## config.mk

```make
export PLATFORM = sky130hd
export DESIGN_NAME = vend_ctrl_param
export DESIGN_NICKNAME = d
export VERILOG_FILES = /design/src/rtl/vend_pkg.sv /design/src/rtl/vend_change_ctr.sv /design/src/rtl/vend_ctrl_param.sv
export SDC_FILE = /design/constraint.sdc
export NUM_CORES = 1
export LEC_CHECK = 0
export CAP_MARGIN = 30
export CORE_MARGIN = 10
export CORE_UTILIZATION = 45
export DETAILED_ROUTE_END_ITERATION = 16
export PLACE_DENSITY = 0.73
export SETUP_SLACK_MARGIN = 0.2
export SLEW_MARGIN = 20
export SYNTH_ARGS = -nofsm -noshare
export SYNTH_HDL_FRONTEND = slang
export SYNTH_HIERARCHICAL = 1
export SYNTH_SLANG_ARGS = --single-unit
```

## constraint.sdc

```tcl
create_clock -name clk -period 3.7 [get_ports clk]
set_input_delay 0.555 -clock clk [delete_from_list [all_inputs] [get_ports clk]]
set_output_delay 0.555 -clock clk [all_outputs]
set_load 0.02 [all_outputs]
```

## src/rtl/vend_pkg.sv

```systemverilog
// Shared types for the parametrised vending controller: coin codes, FSM state
// encoding (also exported on the state port) and coin face values in nickels.
package vend_pkg;

    typedef enum logic [1:0] {
        NICKEL  = 2'b00,
        DIME    = 2'b01,
        QUARTER = 2'b10,
        SLUG    = 2'b11
    } coin_t;

    typedef enum logic [1:0] {
        IDLE     = 2'b00,
        COLLECT  = 2'b01,
        DISPENSE = 2'b10,
        CHANGE   = 2'b11
    } state_t;

    function automatic logic [2:0] coin_value(coin_t c);
        case (c)
            NICKEL:  return 3'd1;
            DIME:    return 3'd2;
            QUARTER: return 3'd5;
            default: return 3'd0;
        endcase
    endfunction

endpackage

```

## src/rtl/vend_change_ctr.sv

```systemverilog
// Loadable down-counter holding the nickels still owed; pulses once per decrement.
// Loaded by both the post-vend remainder path and the refund path.
module vend_change_ctr #(
    parameter int W = 5
) (
    input  logic         clk,
    input  logic         rst,
    input  logic         load_i,
    input  logic [W-1:0] load_val_i,
    input  logic         en_i,
    output logic [W-1:0] cnt_o,
    output logic         last_o,
    output logic         pulse_o
);

    logic [W-1:0] cnt_q, cnt_d;

    always_comb begin
        cnt_d = cnt_q;
        if (load_i)
            cnt_d = load_val_i;
        else if (en_i && cnt_q != '0)
            cnt_d = cnt_q - W'(1);
    end

    always_ff @(posedge clk) begin
        if (!rst) cnt_q <= '0;
        else      cnt_q <= cnt_d;
    end

    assign cnt_o   = cnt_q;
    assign last_o  = (cnt_q == W'(1));
    assign pulse_o = en_i && (cnt_q != '0);

endmodule

```

## src/rtl/vend_ctrl_param.sv

```systemverilog
// Vending controller: collects nickel/dime/quarter credit against PRICE, vends one
// item, returns excess as nickel pulses. Define VEND_TIMEOUT_EN for idle auto-refund.
module vend_ctrl_param
    import vend_pkg::*;
#(
    parameter int  PRICE    = 4,
    parameter int  TIMEOUT  = 255,
    localparam int CREDIT_W = $clog2(PRICE + 5) + 1
) (
    input  logic                clk,
    input  logic                rst,
    input  logic                coin_valid,
    input  logic [1:0]          coin_type,
    input  logic                cancel,
    output logic                coin_ready,
    output logic                coin_reject,
    output logic                dispense,
    output logic                change_nickel,
    output logic [CREDIT_W-1:0] credit,
    output logic [1:0]          state
);

    state_t              state_q, state_d;
    logic [CREDIT_W-1:0] credit_q, credit_d;
    logic                rej_q, rej_d;

    logic                accept, refund, timeout_hit;
    logic [CREDIT_W-1:0] sum, rem;
    logic                ld, ctr_last, ctr_pulse;
    logic [CREDIT_W-1:0] ld_val, ctr_cnt;
    coin_t               coin;

    assign coin       = coin_t'(coin_type);
    assign coin_ready = (state_q == IDLE) || (state_q == COLLECT);
    assign accept     = coin_valid && coin_ready && (coin != SLUG);
    assign sum        = credit_q + (accept ? CREDIT_W'(coin_value(coin)) : '0);
    assign rem        = credit_q - CREDIT_W'(PRICE);
    assign refund     = (state_q == COLLECT) && (cancel || timeout_hit);

    always_comb begin
        state_d  = state_q;
        credit_d = credit_q;
        ld       = 1'b0;
        ld_val   = '0;
        rej_d    = coin_valid && ((coin == SLUG) || !coin_ready);
        case (state_q)
            IDLE, COLLECT: begin
                // A vend takes priority over a simultaneous cancel.
                if (sum >= CREDIT_W'(PRICE)) begin
                    state_d  = DISPENSE;
                    credit_d = sum;
                end else if (refund) begin
                    state_d  = CHANGE;
                    ld       = 1'b1;
                    ld_val   = sum;
                    credit_d = '0;
                end else if (accept) begin
                    state_d  = COLLECT;
                    credit_d = sum;
                end
            end
            DISPENSE: begin
                credit_d = '0;
                if (rem != '0) begin
                    state_d = CHANGE;
                    ld      = 1'b1;
                    ld_val  = rem;
                end else begin
                    state_d = IDLE;
                end
            end
            CHANGE: begin
                if (ctr_last) state_d = IDLE;
            end
            default: state_d = IDLE;
        endcase
    end

    always_ff @(posedge clk) begin
        if (!rst) begin
            state_q  <= IDLE;
            credit_q <= '0;
            rej_q    <= 1'b0;
        end else begin
            state_q  <= state_d;
            credit_q <= credit_d;
            rej_q    <= rej_d;
        end
    end

`ifdef VEND_TIMEOUT_EN
    localparam int IDLE_W = ($clog2(TIMEOUT + 1) > 8) ? $clog2(TIMEOUT + 1) : 8;
    logic [IDLE_W-1:0] idle_q, idle_d;

    // Counts coin-free COLLECT cycles; the TIMEOUT-th one acts as cancel.
    assign timeout_hit = (state_q == COLLECT) && !accept && (idle_q == IDLE_W'(TIMEOUT - 1));
    assign idle_d      = (state_d == COLLECT && !accept) ? idle_q + IDLE_W'(1) : '0;

    always_ff @(posedge clk) begin
        if (!rst) idle_q <= '0;
        else      idle_q <= idle_d;
    end
`else
    assign timeout_hit = 1'b0;
`endif

    vend_change_ctr #(.W(CREDIT_W)) u_change (
        .clk       (clk),
        .rst       (rst),
        .load_i    (ld),
        .load_val_i(ld_val),
        .en_i      (state_q == CHANGE),
        .cnt_o     (ctr_cnt),
        .last_o    (ctr_last),
        .pulse_o   (ctr_pulse)
    );

    assign credit        = (state_q == CHANGE) ? ctr_cnt : credit_q;
    assign state         = state_q;
    assign dispense      = (state_q == DISPENSE);
    assign change_nickel = ctr_pulse;
    assign coin_reject   = rej_q;

    always_ff @(posedge clk) begin
        if (rst) begin
            assert (credit <= CREDIT_W'(PRICE + 4));
            assert (PRICE >= 1 && PRICE <= 60 && TIMEOUT >= 1);
        end
    end

endmodule
```

==> metrics.log <==
INFO  metric synth.lib_cells_used.distinct = 47
INFO  metric port_buffers = 16
INFO  metric seq_area_frac_synth = 0.257
INFO  metric chipWidth = 67.4 µm
INFO  metric grt_use_met3 = 0.0264
INFO  metric fin_total_pwr = 737 µW
INFO  metric via_per_inst = 5.78
INFO  metric setup.worst_path.start = coin_valid
INFO  metric final-max-slew-violation-count = 0
INFO  metric core_ar = 2170 µm²
INFO  metric final_wirelength = 2640 µm
INFO  metric cp_cell_instances = clkdlybuf4s50_1 -> nand2b_1 -> nor2_1 -> ha_1 -> fa_1 -> or3b_1 -> a21oi_2 -> o221ai_2 -> nor3_1 -> nand2b_2 -> inv_1 -> o21ai_0 -> a31oi_1
INFO  metric drt.antenna.violating_nets = 0
INFO  metric final_net_count = 164
INFO  metric worstSkewPairLatency = 0.28 ns
INFO  metric dominant_combinational_cell_family_by_area_after_synthesis = simple AND/OR/NAND/NOR gates
INFO  metric vias = 1,023
INFO  metric ctsLongestPathBuffers = 2
INFO  metric synth_area = 1010 µm²
INFO  metric grt.met1_usage = 0.133
INFO  metric tritoncts.num_buffers = 3
INFO  metric number_of_enable_type_register_cells_in_the_synthesized_netlist = 0
INFO  metric synthToLayoutAreaGrowth = 22.4%
INFO  metric worst_clock_skew = 0.00897 ns
INFO  metric compound_gate_fraction_of_synth_area = 0.239
INFO  metric filler_cell_count = 214
INFO  metric max_cap_violations = 0
INFO  metric number_of_global_route_vias_before_repair = 947
INFO  metric arrival = 3.42 ns
INFO  metric ys_top_cells_by_area = sky130_fd_sc_hd__dfxtp_1 26%, sky130_fd_sc_hd__ha_1 8.7%, sky130_fd_sc_hd__nand2_1 5.2%
INFO  metric rsz0062_at_grt = false
INFO  metric synth_ff_type = sky130_fd_sc_hd__dfxtp_1
INFO  metric synth-xor-area-share = 0.0173
INFO  metric ys_ff_latch = 13
INFO  metric global_route_wire_length_before_repair = 4310 µm
INFO  metric drc = 0
INFO  metric antennaDiodeCount = 0
INFO  metric timing.critical_path.fanout_max = 7
INFO  metric dp_hpwl = 2030 µm
INFO  metric initialDrtViolationCount = 60
INFO  metric synth-adder-area-share = 0.106
INFO  metric global_route.usage.total = 0.120
INFO  metric power_density = 595 nW/µm²
INFO  metric dominant_cell_by_count_in_the_synthesized_netlist = sky130_fd_sc_hd__nand2_1
INFO  metric hold_ws = 0.546 ns
INFO  metric hold_viol_final = 0
INFO  metric clock-root-buffer = sky130_fd_sc_hd__clkbuf_4
INFO  metric simple_gate_portion_of_the_synthesized_area = 0.286
INFO  metric std_cell_rows = 17
INFO  metric crit_path_start_kind = primary input
INFO  metric synth_largest_type_area_fraction = 0.257
INFO  metric cts_max_level = 1
INFO  metric dp_cells = 173
INFO  metric routedWlPerCell = 14.9 µm
INFO  metric worstSetupPathType = in2reg
INFO  metric setup_tns = 0 ns
INFO  metric floorplan.io_pins = 17
INFO  metric tightest_slew = 0.554 ns
INFO  metric number_of_endpoints_failing_setup_at_the_final_stage = 0
INFO  metric gr-total-overflow = 0
INFO  metric grt.met2_usage = 0.212
INFO  metric holdCritStartpoint = credit_q[0]
INFO  metric r2r-start = state[1]
INFO  metric finalCriticalPeriod = 3.25 ns
INFO  metric grt_max_degree = 18
INFO  metric synth_area_leader_cell = sky130_fd_sc_hd__dfxtp_1
INFO  metric worstHoldPathType = reg2reg
INFO  metric crit_path_max_incr_delay = 0.44 ns
INFO  metric post_cts_setup_driven_buffer_insertion_count = 0
INFO  metric critical_path_endpoint_category = register
INFO  metric worstPathRequired = 3.86 ns
INFO  metric cts_tree = built
INFO  metric status = finished clean
INFO  metric die_h = 67.4 µm
INFO  metric drt_pre_antenna_iters = 4
INFO  metric critPathSlowestCell = sky130_fd_sc_hd__fa_1
INFO  metric grt_antenna_before_repair = 0
INFO  metric maxClockFrequency = 307 MHz
INFO  metric period_share = 0.879
INFO  metric initial_core_utilization = 0.467
INFO  metric ir_drop = 0.000402 V
INFO  metric slew-limit-headroom = 0.629
INFO  metric ys.warnings.count = 6
INFO  metric async_flop_share = 0
INFO  metric most_used_routing_layer = met2
INFO  metric synth_commonest_cells = 14 x sky130_fd_sc_hd__nand2_1, 13 x sky130_fd_sc_hd__dfxtp_1, 10 x sky130_fd_sc_hd__nor2_1, 9 x sky130_fd_sc_hd__inv_1, 8 x sky130_fd_sc_hd__o21ai_0
INFO  metric clk_slew_on_worst_s_h_paths = 0.09 ns
INFO  metric layout-drive-gt1-share = 0.0872
INFO  metric synthMuxAreaShare = 0.0420
INFO  metric clock-sinks = 13
INFO  metric cellLeakagePower = 0.479 nW
INFO  metric post_synthesis_cell_count = 130
INFO  metric instances_no_fill = 177
INFO  metric gp_congestion = 0.928
INFO  metric synth.avg_cell_area = 7.79 µm²
INFO  metric synthesis.nets = 144
INFO  metric dieArea = 4550 µm²
## state kept, by name, summed over array words and instances, names as in the netlist
name            count
u_change/cnt_o      5
state               2
credit_q            5
coin_reject         1
## power by group
group	switching (mW)	internal, mW
Sequential	0.0447	0.174
Clock	0.0500	0.0419
Combinational	0.248	0.179
## placed cells by master (no fill, tap or decap), types with 2 or more instances in the layout
| master | n |
|---|---|
| sky130_fd_sc_hd__inv_1 | 9 |
| sky130_fd_sc_hd__o21ai_0 | 8 |
| sky130_fd_sc_hd__and3_1 | 3 |
| sky130_fd_sc_hd__dfxtp_1 | 13 |
| sky130_fd_sc_hd__o31ai_1 | 2 |
| sky130_fd_sc_hd__ha_1 | 7 |
| sky130_fd_sc_hd__a22o_1 | 2 |
| sky130_fd_sc_hd__nor3_1 | 4 |
| sky130_fd_sc_hd__nand2b_1 | 2 |
| sky130_fd_sc_hd__buf_4 | 2 |
| sky130_fd_sc_hd__nand2_1 | 14 |
| sky130_fd_sc_hd__nor2_1 | 10 |
| sky130_fd_sc_hd__o211ai_1 | 3 |
| sky130_fd_sc_hd__a21oi_1 | 5 |
| sky130_fd_sc_hd__and2_1 | 2 |
| sky130_fd_sc_hd__o21a_1 | 2 |
| sky130_fd_sc_hd__clkdlybuf4s50_1 | 16 |
| sky130_fd_sc_hd__mux2i_1 | 2 |
| sky130_fd_sc_hd__mux2_2 | 2 |
| sky130_fd_sc_hd__clkbuf_4 | 3 |
| sky130_fd_sc_hd__a31oi_1 | 2 |
| sky130_fd_sc_hd__nor3b_1 | 2 |
| sky130_fd_sc_hd__nand4_1 | 3 |
| sky130_fd_sc_hd__nand3_1 | 6 |
## worst paths after layout
path,end,slack [ns],cells after the start
worst max-delay path,u_change/cnt_o[3],0.45,13
worst max register to register,u_change/cnt_o[3],0.77,12
worst min-delay path,credit_q[0],0.55,2
worst min register to register,credit_q[0],0.55,2
## cells by family (layout without fill, tap and decap cells)
logic type,count (synthesis),in the layout
mux,4,4
xor+xnor,2,2
simple gates,55,55
buf+inv,14,33
flops,13,13
compound gates,34,34
fa+ha+maj,8,8
## through the flow
stage | setup WS (ns) | instance area, µm² | util
floorplan | 0.695 | 1010 | -
global placement | 0.265 | 1210 | 0.558
detailed placement | 0.100 | 1210 | 0.558
CTS | 0.393 | 1240 | 0.570
global route | 0.258 | 1240 | 0.571
finish | 0.446 | 1240 | 0.571
## layout make-up
class                      instances  area, µm²  share of cell area
clock buffer                       4       26.3              0.0212
inverter                          11       41.3              0.0333
sequential                        13        260               0.210
timing repair buffer              18        175               0.141
multi-input combinational        103        701               0.566
tap                               28       35.0              0.0283
## layer usage
layer,vias to the layer above,wire (µm)
li1,520,-
met1,471,1110
met2,24,1340
met3,8,116
met4,0,80
met5,-,0
## repair_timing
action,in CTS,in global routing
gates resized for setup,0,1
hold buffers,0,0
setup endpoints to repair,0,2
## worst max-delay path: cells and delay by family
kind	cells	cell delay, ns
compound gates	4	0.53
fa+ha+maj	2	0.64
buf+inv	2	0.53
simple gates	5	1.15
(Power assumes the default switching activity.)
